--- src/rtl/ppu_pkg.sv ---
// rtl/ppu_pkg.sv - PPU divider shared types and fixed-point constants
// NR_SEED_GEN_EN adds the SEED state and the seed constants.
package ppu_pkg;

  localparam int MS = 8;

  typedef enum logic [2:0] {
    NR_IDLE   = 3'd0,
`ifdef NR_SEED_GEN_EN
    NR_SEED   = 3'd1,
`endif
    NR_MUL_DX = 3'd2,
    NR_MUL_XE = 3'd3,
    NR_DONE   = 3'd4
  } nr_state_t;

  // 2.0 in Q2.(w-2), which is the same bit pattern as 1 << (w-1)
  function automatic logic [63:0] fx_two(input int w);
    return 64'd1 << (w - 1);
  endfunction

`ifdef NR_SEED_GEN_EN
  // 48/17 in Q2.(w-2), truncated
  function automatic logic [63:0] nr_c1(input int w);
    return (64'd48 << (w - 2)) / 64'd17;
  endfunction

  // 32/17 in Q1.(w-1), truncated
  function automatic logic [63:0] nr_c2(input int w);
    return (64'd32 << (w - 1)) / 64'd17;
  endfunction
`endif

endpackage

--- src/rtl/nr_mul.sv ---
// rtl/nr_mul.sv - unregistered unsigned multiplier shared by the NR engine
// Kept as its own block so a DSP or pipelined multiplier can replace it.
module nr_mul #(
  parameter int A_W = 16,
  parameter int B_W = 16
) (
  input  logic [A_W-1:0]     a,
  input  logic [B_W-1:0]     b,
  output logic [A_W+B_W-1:0] p
);

  assign p = {{B_W{1'b0}}, a} * {{A_W{1'b0}}, b};

endmodule

--- src/rtl/newton_raphson_iter.sv ---
// rtl/newton_raphson_iter.sv - multi-cycle Newton-Raphson reciprocal engine
// NR_SEED_GEN_EN selects the internal linear seed generator instead of x0_i.
module newton_raphson_iter #(
  parameter int MS     = ppu_pkg::MS,
  parameter int W      = 2 * MS,
  parameter int N_ITER = 2
) (
  input  logic          clk_i,
  input  logic          rst_ni,
  input  logic          in_valid_i,
  output logic          in_ready_o,
  input  logic [MS-1:0] d_i,
  input  logic [W-1:0]  x0_i,
  output logic          out_valid_o,
  input  logic          out_ready_i,
  output logic [W-1:0]  x_o
);
  import ppu_pkg::*;

  localparam int CW = 3;
  localparam logic [W-1:0]  FX_2  = W'(fx_two(W));
  localparam logic [CW-1:0] N_END = CW'(N_ITER);

  nr_state_t       state;
  logic [MS-1:0]   d_r;
  logic [W-1:0]    x_r;
  logic [W-1:0]    e_r;
  logic [CW-1:0]   cnt;

  logic [W-1:0]    mul_a;
  logic [W-1:0]    mul_b;
  logic [2*W-1:0]  prod;
  logic [W-1:0]    p_dx;
  logic [W-1:0]    e_dx;
  logic [W-1:0]    x_xe;
  logic [CW-1:0]   cnt_inc;
  logic            unused_bits;

`ifdef NR_SEED_GEN_EN
  localparam logic [W-1:0] C1 = W'(nr_c1(W));
  localparam logic [W-1:0] C2 = W'(nr_c2(W));

  logic [2*W-1:0] seed_full;
  logic [W-1:0]   x_seed;

  // C1 is doubled to move it from Q2.(W-2) onto the Q1.(W-1) grid of x
  assign seed_full   = {{(W-1){1'b0}}, C1, 1'b0} - (prod >> (MS - 1));
  assign x_seed      = seed_full[W-1:0];
  assign unused_bits = ^{x0_i, seed_full[2*W-1:W]};
`else
  assign unused_bits = ^prod[2*W-1 -: 2];
`endif

  always_comb begin
    mul_a = '0;
    mul_b = '0;
    case (state)
`ifdef NR_SEED_GEN_EN
      NR_SEED: begin
        mul_a = W'(d_r);
        mul_b = C2;
      end
`endif
      NR_MUL_DX: begin
        mul_a = W'(d_r);
        mul_b = x_r;
      end
      NR_MUL_XE: begin
        mul_a = x_r;
        mul_b = e_r;
      end
      default: begin
        mul_a = '0;
        mul_b = '0;
      end
    endcase
  end

  nr_mul #(
    .A_W(W),
    .B_W(W)
  ) u_mul (
    .a(mul_a),
    .b(mul_b),
    .p(prod)
  );

  // Q1.(MS-1) * Q1.(W-1) is realigned to Q2.(W-2) by dropping MS bits
  assign p_dx    = W'(prod >> MS);
  assign e_dx    = FX_2 - p_dx;
  assign x_xe    = W'(prod >> (W - 2));
  assign cnt_inc = cnt + 1'b1;

  always_ff @(posedge clk_i or negedge rst_ni) begin
    if (!rst_ni) begin
      state       <= NR_IDLE;
      d_r         <= '0;
      x_r         <= '0;
      e_r         <= '0;
      cnt         <= '0;
      x_o         <= '0;
      out_valid_o <= 1'b0;
      in_ready_o  <= 1'b1;
    end else begin
      case (state)
        NR_IDLE: begin
          if (in_valid_i && in_ready_o) begin
            d_r        <= d_i;
            cnt        <= '0;
            in_ready_o <= 1'b0;
`ifdef NR_SEED_GEN_EN
            state      <= NR_SEED;
`else
            x_r        <= x0_i;
            state      <= NR_MUL_DX;
`endif
          end
        end
`ifdef NR_SEED_GEN_EN
        NR_SEED: begin
          x_r   <= x_seed;
          state <= NR_MUL_DX;
        end
`endif
        NR_MUL_DX: begin
          e_r   <= e_dx;
          state <= NR_MUL_XE;
        end
        NR_MUL_XE: begin
          x_r <= x_xe;
          x_o <= x_xe;
          cnt <= cnt_inc;
          if (cnt_inc == N_END) begin
            out_valid_o <= 1'b1;
            state       <= NR_DONE;
          end else begin
            state <= NR_MUL_DX;
          end
        end
        NR_DONE: begin
          if (out_ready_i) begin
            out_valid_o <= 1'b0;
            in_ready_o  <= 1'b1;
            state       <= NR_IDLE;
          end
        end
        default: begin
          out_valid_o <= 1'b0;
          in_ready_o  <= 1'b1;
          state       <= NR_IDLE;
        end
      endcase
    end
  end

endmodule
--- config.mk ---
export PLATFORM = sky130hd
export DESIGN_NAME = newton_raphson_iter
export DESIGN_NICKNAME = d
export VERILOG_FILES = /design/src/rtl/ppu_pkg.sv /design/src/rtl/nr_mul.sv /design/src/rtl/newton_raphson_iter.sv
export SDC_FILE = /design/constraint.sdc
export NUM_CORES = 1
export LEC_CHECK = 0
export BUFFER_PORTS_ARGS = -buffer_cell sky130_fd_sc_hd__buf_2
export CORE_MARGIN = 2
export CORE_UTILIZATION = 60
export DETAILED_ROUTE_END_ITERATION = 16
export PLACE_DENSITY = 0.8
export SLEW_MARGIN = 20
export SYNTH_ARGS = -nofsm -noshare
export SYNTH_HDL_FRONTEND = slang
export SYNTH_SLANG_ARGS = --single-unit
--- constraint.sdc ---
create_clock -name clk_i -period 18.45 [get_ports clk_i]
set_input_delay 0 -clock clk_i [delete_from_list [all_inputs] [get_ports clk_i]]
set_output_delay 0 -clock clk_i [all_outputs]
set_load 0.02 [all_outputs]
-- Word level (Yosys, flattened, before mapping)
Cells that the tools add are included.
Widths: inputs -> output; s select.
- bitwise logic cells: 2
- reduce and logical (&&, ||, !) cells: 10
- add/subtract/negate cells: 2
- multiply operators: 1
- muxes and demuxes: 16
- equality and inequality tests: 7
- operator list (kind ; count):
    $pmux 16 s2 ; 3
    $mul 16x16->30 ; 1
    $mux 16 ; 1
    $sub 16x16->16 const A ; 1
    $mux 3 ; 4
    $pmux 3 s4 ; 1
    $eq 3x2->1 const B ; 3
    $ne 2x2->1 const B ; 3
    $pmux 1 s3 ; 2
    $pmux 3 s2 ; 1
    $reduce_and 2->1 ; 3
    $reduce_and 3->1 ; 2
    $mux 1 ; 4
    $reduce_or 2->1 ; 2
    $add 3x1->3 const B ; 1
    $eq 3x3->1 const B ; 1
    $logic_not 3->1 ; 1
    $not 1->1 ; 2
    $reduce_bool 2->1 ; 1
    $logic_and 1x1->1 ; 1
- word-level logic and storage cells: 46
- bits in registers: 64
- output and inout port bits: 18
- bits of input ports: 28

-- Logic depth before layout (Yosys ltp)
Gate-level depths: netlist of the first run.
- depth in word-level cells: 4
- gate-level depth with buffers: 31
- depth with buffers taken out: 28

-- Hierarchy
A second synthesis of the first run with hierarchy kept.
- cells, all modules: 1308
- area total of the unflattened synthesis: 11646.2 um^2
- by module, submodules not included (module ; area each (um^2) ; sequential area each (um^2) ; cells each ; instances):
    nr_mul ; 8550.7 ; 0.0 ; 996 ; 1
    newton_raphson_iter ; 3095.5 ; 1602.8 ; 312 ; 1

-- Worst setup path before layout of the first run
Ideal clock, no wire load.
- kind: register -> register
- from: register state[1]
- to: register e_r[15]
- period minus slack after synthesis: 8062 ps
- stages on the path, launching flop included: 30
- setup time: 82 ps
- buffers on the path: 5
- arrival time: 7980 ps
- required time: 18368 ps
- slack: 10388 ps
- cell sequence: dfrtp_1 clkbuf_1 nor2b_1 nand2b_1 inv_2 buf_1 a22o_1 clkbuf_1 nand2_1 fa_1 fa_1 fa_1 fa_1 inv_1 fa_1 inv_1 fa_1 inv_1 ha_1 buf_6 o21ai_0 a21oi_1 a221o_1 a221oi_2 xnor2_1 or4_1 buf_2 or4_1 or3b_1 a31oi_1
- cells in the longest elaborated chain, start to end: 4
- elaborated cells on any way between the ends: 6
- classes of those cells: 1 x add/sub; 1 x mul; 2 x eq/ne; 2 x mux
- ends and longest elaborated chain (item ; RTL line ; text):
    start, declared ; newton_raphson_iter.sv:24 ; nr_state_t state;
    start signal, assigned ; newton_raphson_iter.sv:96 ; state <= NR_IDLE;
    start signal, assigned ; newton_raphson_iter.sv:115 ; state <= NR_MUL_DX;
    start signal, assigned ; newton_raphson_iter.sv:127 ; state <= NR_MUL_XE;
    $eq 3x2->1 (on tied branches) ; newton_raphson_iter.sv:57, newton_raphson_iter.sv:105 ;
    $pmux 16 s2 ; newton_raphson_iter.sv:57 ; case (state)
    $mul 16x16->30 ; nr_mul.sv:12 ; assign p = {{B_W{1'b0}}, a} * {{A_W{1'b0}}, b};
    $sub 16x16->16 ; newton_raphson_iter.sv:90 ; assign e_dx = FX_2 - p_dx;
    end signal, assigned ; newton_raphson_iter.sv:99 ; e_r <= '0;
    end signal, assigned ; newton_raphson_iter.sv:126 ; e_r <= e_dx;
    end, declared ; newton_raphson_iter.sv:27 ; logic [W-1:0] e_r;
Parallel ways exist; a longest one is shown, timed or not.
A chain may end at the register's enable or synchronous reset.

-- Final worst setup path of the first run
- from: register state[0]
- to: register e_r[15]
The elaborated chain is that of the path after synthesis.

==> impl_metrics.env, run 1 <==
export IMPL_min_delay_path_class="in2reg"
export IMPL_syn_mean_instance_area_sq_um=8.685
export IMPL_critPathRequiredTime_ns=18.69
export IMPL_detailedRoute_firstIterationViolations=854
export IMPL_report_final_setup_viol=0
export IMPL_synth_lib_cells_used_distinct=60
export IMPL_cts_max_path_buffers=2
export IMPL_timing_max_slew_rel_slack_pct=32.67
export IMPL_fillCellCount=1486
export IMPL_global_route_wire_length_before_repair_um=51250
export IMPL_ff_latch_area_sq_um=1603
export IMPL_postCtsSetupRepairBufs=0
export IMPL_maxCapViolCount=0
export IMPL_ys_seq_elements=64
export IMPL_status="complete, no violations"
export IMPL_clock_pin_slew_reported_for_the_worst_setup_and_hold_paths_after_clock_tree_synthesis_ns=0.05
export IMPL_drive_gt1_share_pct=6.850
export IMPL_period_minus_slack_ns=9.735
export IMPL_synth_compound_area_share_pct=10.48
export IMPL_critPathCaptureType="register"
export IMPL_post_place_cells=1534
export IMPL_depth_of_the_critical_timing_path_with_buffers_and_inverters_included=25
export IMPL_reg2reg_setup_slack_ns=8.71
export IMPL_r2r_start="state[0]"
export IMPL_synthFlopType="dfrtp_1"
export IMPL_antenna_found_initial=0
export IMPL_chip_height_um=141.1
export IMPL_crit_fanout=46
export IMPL_finalHoldViolations=0
export IMPL_yosys_warnings=0
export IMPL_synth_seq_area_share_pct=14.21
export IMPL_multi_input_comb_area_sq_um=8513
export IMPL_timing_critical_path_from="state[0]"
export IMPL_critical_path_startpoint_type="register"
export IMPL_post_synth_fa_ha_maj_area_fraction_pct=44.38
export IMPL_cts_htree_levels=3
export IMPL_synthMuxAreaShare_pct=1.819
export IMPL_synth_edff_count=0
export IMPL_crit_buf_inv=6
export IMPL_final_setup_skew_ns=0.004997
export IMPL_main_combinational_cell_family_by_area_after_synthesis="adder cells"
export IMPL_cts_sinks=64
export IMPL_placement_row_count=50
export IMPL_postSynth_asyncResetShare_pct=100.0
export IMPL_final_worst_path_cycle_share_pct=52.77
export IMPL_synthesis_area_sq_um=11280
export IMPL_global_route_usage_met1_pct=46.20
export IMPL_grt_total_usage_pct=33.28
export IMPL_post_synth_top_area_fraction_pct=34.07
export IMPL_routed_wire_length_per_instance_um=19.99
export IMPL_report_final_slew_viol_count=0
export IMPL_design_die_area_sq_um=19920
export IMPL_root_buffer="clkbuf_16"
export IMPL_parity_gate_share_of_the_synthesized_area_counting_xor_and_xnor_cells_pct=3.028
export IMPL_final_antenna_diode_count=0
export IMPL_syn_instance_count=1299
export IMPL_grt_setup_unrepaired="false"
export IMPL_stdcell_count=1577
export IMPL_post_synth_top_area_cell="fa_1"
export IMPL_post_route_drc_violation_count=0
export IMPL_final_setup_tns_ns=0
export IMPL_via_per_inst=5.977
export IMPL_gr_total_overflow=0
export IMPL_synthSimpleGateAreaFrac_pct=15.68
export IMPL_worst_r2r_cell_count=25
export IMPL_via_count=9426
export IMPL_layout_cells_most_common="inv_1"
export IMPL_routed_wirelength_um=31520
export IMPL_critical_path_top_delay_family="adder cells"
export IMPL_most_frequent_cells_in_the_layout="inv_1 (251), nand2_1 (215), fa_1 (192)"
export IMPL_floorplan_io_pins=46
export IMPL_end_point_of_the_critical_path="e_r[15]"
export IMPL_route_antenna_remaining_nets=0
export IMPL_gp_routability_congestion=0.9693
export IMPL_postCtsResizedCells=0
export IMPL_worst_path_max_delay_cell="nand2b_1"
export IMPL_areaGrowthSynthToFinish_pct=8.129
export IMPL_fin_worst_hold_slack_ns=0.009064
export IMPL_drt_first_pass_iters=5
export IMPL_fmaxAchievable_ghz=0.1027
export IMPL_first_global_vias=9760
export IMPL_worst_path_most_repeated_cell="fa_1"
export IMPL_regToRegEndpoint="e_r[15]"
export IMPL_synth_net_count=1612
export IMPL_gr_usage_met3_pct=5.333
export IMPL_worst_ep_arrival_time_ns=9.98
export IMPL_timing_worst_slew_pin_value_ns=1.010
export IMPL_maximum_number_of_pins_on_one_net_before_global_route_repair=65
export IMPL_numCtsBuffers=9
export IMPL_post_synth_main_area_contributors="fa_1 (34%), dfrtp_1 (14%), ha_1 (10%), inv_1 (8.4%), nand2_1 (7.2%)"
export IMPL_critPathMaxStageDelay_ns=0.82
export IMPL_chipWidth_um=141.1
export IMPL_grt_most_used_layer="met2"
export IMPL_floorplan_initialDensity_pct=60.72
export IMPL_post_dp_hpwl_um=24920
export IMPL_post_layout_net_count=1652
export IMPL_path_class="reg2reg"
export IMPL_clock_insertion_delay_worst_skew_ns=0.33
export IMPL_design_core_area_sq_um=18580
export IMPL_buffers_added_on_ports=45
export IMPL_global_route_usage_met2_pct=53.60
export IMPL_cts_tree="done"
## cell families (layout without fill, tap and decap cells)
kind of cell	after synthesis	count (layout)
AOI/OAI and AO/OA	164	164
xor gates and xnor gates	39	39
adders and majority gates	285	285
buffers and inverters	306	350
DFF	64	64
muxes	18	18
and+or+nand+nor	423	423
## stage by stage
stage / setup slack, ns / instance area, sq um / utilization [%]
detailed placement: 8.569 / 11650 / 62.73
CTS: 8.532 / 12180 / 65.55
global route: 8.210 / 12200 / 65.66
finish: 8.715 / 12200 / 65.66
floorplan: 10.39 / 11280 / -
global placement: 8.849 / 11650 / 62.73
## layer usage
| layer | wire (um) | vias up |
|---|---|---|
| li1 | - | 4158 |
| met1 | 12830 | 4672 |
| met2 | 14510 | 504 |
| met3 | 2915 | 92 |
| met4 | 1265 | 0 |
| met5 | 0 | - |
## how the worst min path moves through the flow
stage | slack [ns] | from | depth (start not counted) | to
after detailed placement | 0.22 | rst_ni | 2 | x_o[7]
after global placement | 0.21 | rst_ni | 2 | x_r[9]
final | 0.009 | in_valid_i | 3 | state[1]
after floorplan | -0.30 | rst_ni | 0 | cnt[0]
after global routing | 0.02 | in_valid_i | 3 | state[1]
after CTS | 0.02 | x0_i[11] | 3 | x_r[11]
## cell usage after synthesis, drive strengths merged (3+ instances only)
| library cell | number |
|---|---|
| or4 | 3 |
| mux2 | 10 |
| o21bai | 4 |
| o21ai | 32 |
| a31oi | 6 |
| a211o | 3 |
| nor2b | 4 |
| nor3 | 11 |
| nand2b | 4 |
| nand3b | 3 |
| nand4 | 7 |
| dfrtp | 63 |
| inv | 252 |
| a22o | 19 |
| nand3 | 11 |
| buf | 13 |
| o22ai | 3 |
| a21oi | 22 |
| a221oi | 4 |
| and2 | 13 |
| a211oi | 5 |
| fa | 192 |
| and3 | 5 |
| a21o | 10 |
| o31ai | 3 |
| o211ai | 6 |
| xnor2 | 28 |
| mux2i | 8 |
| nand2 | 215 |
| nor2 | 132 |
| clkbuf | 41 |
| ha | 93 |
| xor2 | 11 |
| or3 | 3 |
| nor4 | 6 |
| a22oi | 29 |
## sequential cells by signal, summed over array words and instances (netlist names)
register,cells
e_r,16
out_valid_o,1
state,3
x_o,16
d_r,8
cnt,3
in_ready_o,1
x_r,16
## worst register-to-register path, stage by stage (launching register included)
cell and delay, ns:
dfrtp_1 0.77, nand2b_1 0.82, inv_2 0.56, a22oi_1 0.68, buf_4 0.29, nor2_1 0.08
fa_1 0.55, inv_1 0.05, fa_1 0.46, fa_1 0.51, inv_1 0.06, fa_1 0.50
fa_1 0.49, inv_1 0.05, fa_1 0.48, inv_1 0.07, ha_1 0.41, a21oi_2 0.16
o211ai_1 0.10, a221o_1 0.38, a221oi_2 0.31, xnor2_1 0.17, or4_1 0.66, or4_1 0.53
or3b_1 0.36, a31oi_1 0.16
## timing repair
item / 4_1_cts / 5_1_grt
hold buffers: 25 / 0
setup endpoints to repair: 0 / 0
endpoints found under the hold margin: 88 / 0
## cell type report
type	count	area share (%)
tap	234	2.400
timing repair buffer	83	4.677
inverter	252	7.754
clock buffer	12	2.103
sequential	64	13.14
multi-input combinational	929	69.78
clock inverter	3	0.1436
Power of run 1 is not shown: default switching activity piles up to over one toggle a cycle in this logic, so the estimate is an artifact.
==> inputs of run 2 (changes only) <==
--- a/config.mk
+++ b/config.mk
@@ -7,9 +7,9 @@
 export LEC_CHECK = 0
 export BUFFER_PORTS_ARGS = -buffer_cell sky130_fd_sc_hd__buf_2
 export CORE_MARGIN = 2
-export CORE_UTILIZATION = 60
+export CORE_UTILIZATION = 59
 export DETAILED_ROUTE_END_ITERATION = 16
-export PLACE_DENSITY = 0.8
+export PLACE_DENSITY = 0.82
 export SLEW_MARGIN = 20
 export SYNTH_ARGS = -nofsm -noshare
 export SYNTH_HDL_FRONTEND = slang
==> constraint.sdc (replaced) <==
create_clock -name clk_i -period 8.4 [get_ports clk_i]
set_input_delay 0 -clock clk_i [delete_from_list [all_inputs] [get_ports clk_i]]
set_output_delay 0 -clock clk_i [all_outputs]
set_load 0.02 [all_outputs]
==> run 2 against run 1 <==
Effect of this change:
- the run now ends with hold timing left
- routed wire length rose by 7.8%
- flip-flop and latch count unchanged
- non-clock buffer count rose by 34
- critical path type unchanged
==> impl_metrics.env, run 2 (synthesized netlist as in run 1, its figures left out) <==
export IMPL_cts_htree_levels=3
export IMPL_detailedRoute_firstIterationViolations=972
export IMPL_final_setup_skew_ns=0.005580
export IMPL_grt_total_usage_pct=35.39
export IMPL_reg_top3="e_r: 16 flops, x_o: 16 flops, x_r: 16 flops"
export IMPL_worst_ep_arrival_time_ns=8.30
export IMPL_gr_total_overflow=0
export IMPL_floorplan_io_pins=46
export IMPL_path_class="reg2reg"
export IMPL_areaGrowthSynthToFinish_pct=11.13
export IMPL_report_final_setup_viol=0
export IMPL_post_layout_net_count=1686
export IMPL_antenna_found_initial=0
export IMPL_buffers_added_on_ports=45
export IMPL_design_core_area_sq_um=18710
export IMPL_clock_insertion_delay_worst_skew_ns=0.33
export IMPL_postCtsSetupRepairBufs=0
export IMPL_chip_height_um=142.3
export IMPL_numCtsBuffers=9
export IMPL_fillCellCount=1492
export IMPL_r2r_start="state[0]"
export IMPL_via_per_inst=5.994
export IMPL_report_final_slew_viol_count=0
export IMPL_drive_gt1_share_pct=10.30
export IMPL_cts_max_path_buffers=2
export IMPL_root_buffer="clkbuf_16"
export IMPL_timing_max_slew_rel_slack_pct=43.59
export IMPL_first_global_vias=9992
export IMPL_route_antenna_remaining_nets=0
export IMPL_post_dp_hpwl_um=26280
export IMPL_final_antenna_diode_count=0
export IMPL_critPathRequiredTime_ns=8.65
export IMPL_final_setup_tns_ns=0
export IMPL_status="complete, but fails checks"
export IMPL_design_die_area_sq_um=20240
export IMPL_critPathCaptureType="register"
export IMPL_gp_routability_congestion=1.001
export IMPL_final_worst_path_cycle_share_pct=95.85
export IMPL_floorplan_initialDensity_pct=60.31
export IMPL_critical_path_startpoint_type="register"
export IMPL_post_route_drc_violation_count=0
export IMPL_cts_sinks=64
export IMPL_layout_cells_most_common="inv_1"
export IMPL_placement_row_count=50
export IMPL_timing_critical_path_from="state[0]"
export IMPL_finalHoldViolations=2
export IMPL_cts_tree="done"
export IMPL_fmaxAchievable_ghz=0.1242
export IMPL_min_delay_path_class="in2reg"
export IMPL_most_frequent_cells_in_the_layout="inv_1 (251), nand2_1 (215), fa_1 (192)"
export IMPL_fin_worst_hold_slack_ns=-0.005629
export IMPL_violations="hold timing"
export IMPL_maximum_number_of_pins_on_one_net_before_global_route_repair=65
export IMPL_timing_worst_slew_pin_value_ns=0.8430
export IMPL_routed_wire_length_per_instance_um=21.08
export IMPL_period_minus_slack_ns=8.052
export IMPL_clock_pin_slew_reported_for_the_worst_setup_and_hold_paths_after_clock_tree_synthesis_ns=0.05
export IMPL_routed_wirelength_um=33990
export IMPL_chipWidth_um=142.3
export IMPL_holdCritStartpoint="x0_i[10]"
export IMPL_global_route_wire_length_before_repair_um=54140
export IMPL_crit_fanout=15
export IMPL_via_count=9662
export IMPL_maxCapViolCount=0
export IMPL_grt_setup_unrepaired="false"
export IMPL_drt_first_pass_iters=6
run 2: cell types whose count changed in the layout (fill, tap and decap cells not counted), sizes merged:
cell and change:
buf +36, clkbuf -2, bufinv +1, dlygate4sd3 -2
clkinv +2
run 2: per-layer routing:
metal	routed length (um)	vias to the layer above	global-route usage, %
li1	-	4225	-
met1	13750	4826	49.49
met2	15590	522	56.57
met3	3476	89	7.066
met4	1174	0	10.26
met5	0	-	0
run 2: final timing paths:
path	to	cells past startpoint	slack [ns]
worst min-delay path	x_r[10]	3	-0.006
worst max-delay path	e_r[15]	27	0.35
min in group asynchronous	x_r[3]	3	0.40
max in group asynchronous	state[1]	3	7.44
worst max register to register	e_r[15]	27	0.35
worst min register to register	x_o[6]	1	0.48
run 2: per-stage QoR:
| step | utilization, % | worst slack (ns) | area (sq um) | instances | hold WS [ns] |
|---|---|---|---|---|---|
| 6_report | 67.03 | 0.3485 | 12540 | 1612 | -0.005629 |
| 3_3_place_gp | 64.01 | 0.3474 | 11970 | 1573 | 0.2140 |
| 3_5_place_dp | 64.01 | 0.1974 | 11970 | 1573 | 0.2128 |
| 4_1_cts | 66.79 | 0.1063 | 12490 | 1612 | 0.0008563 |
| 2_1_floorplan | - | 0.3379 | 11280 | 1299 | -0.2956 |
| 5_1_grt | 67.03 | 0.03442 | 12540 | 1612 | 0.006869 |
run 2: layout make-up:
cell class	count	area, sq um	area share [%]
Sequential cell	64	1604	12.79
Tap cell	234	292.8	2.335
Inverter	252	945.9	7.544
Clock inverter	6	61.31	0.4890
Multi-Input combinational cell	929	8557	68.25
Timing Repair Buffer	117	848.3	6.766
Clock buffer	10	229.0	1.826
run 2: worst max-delay path, stage by stage, from the launching register on:
cell and delay [ns]:
dfrtp_1 0.56, nand2b_1 0.20, inv_2 0.13, buf_4 0.21, a22oi_1 0.19, buf_4 0.34
nor2_1 0.11, fa_1 0.51, inv_1 0.05, fa_1 0.47, fa_1 0.50, fa_1 0.54
inv_1 0.06, fa_1 0.48, inv_1 0.06, fa_1 0.49, inv_1 0.05, ha_1 0.29
buf_4 0.18, a21o_1 0.21, a31oi_2 0.31, o2111a_1 0.29, nand2_1 0.13, a41oi_2 0.34
xnor2_1 0.19, or4_1 0.56, or3b_1 0.35, a31oi_1 0.17
run 2: what timing repair did:
action	in CTS	in global routing
setup endpoints to repair	0	12
hold buffers	23	0
hold endpoints to repair	85	0
resized for setup	0	14
Power of run 2 is left out for the same reason.
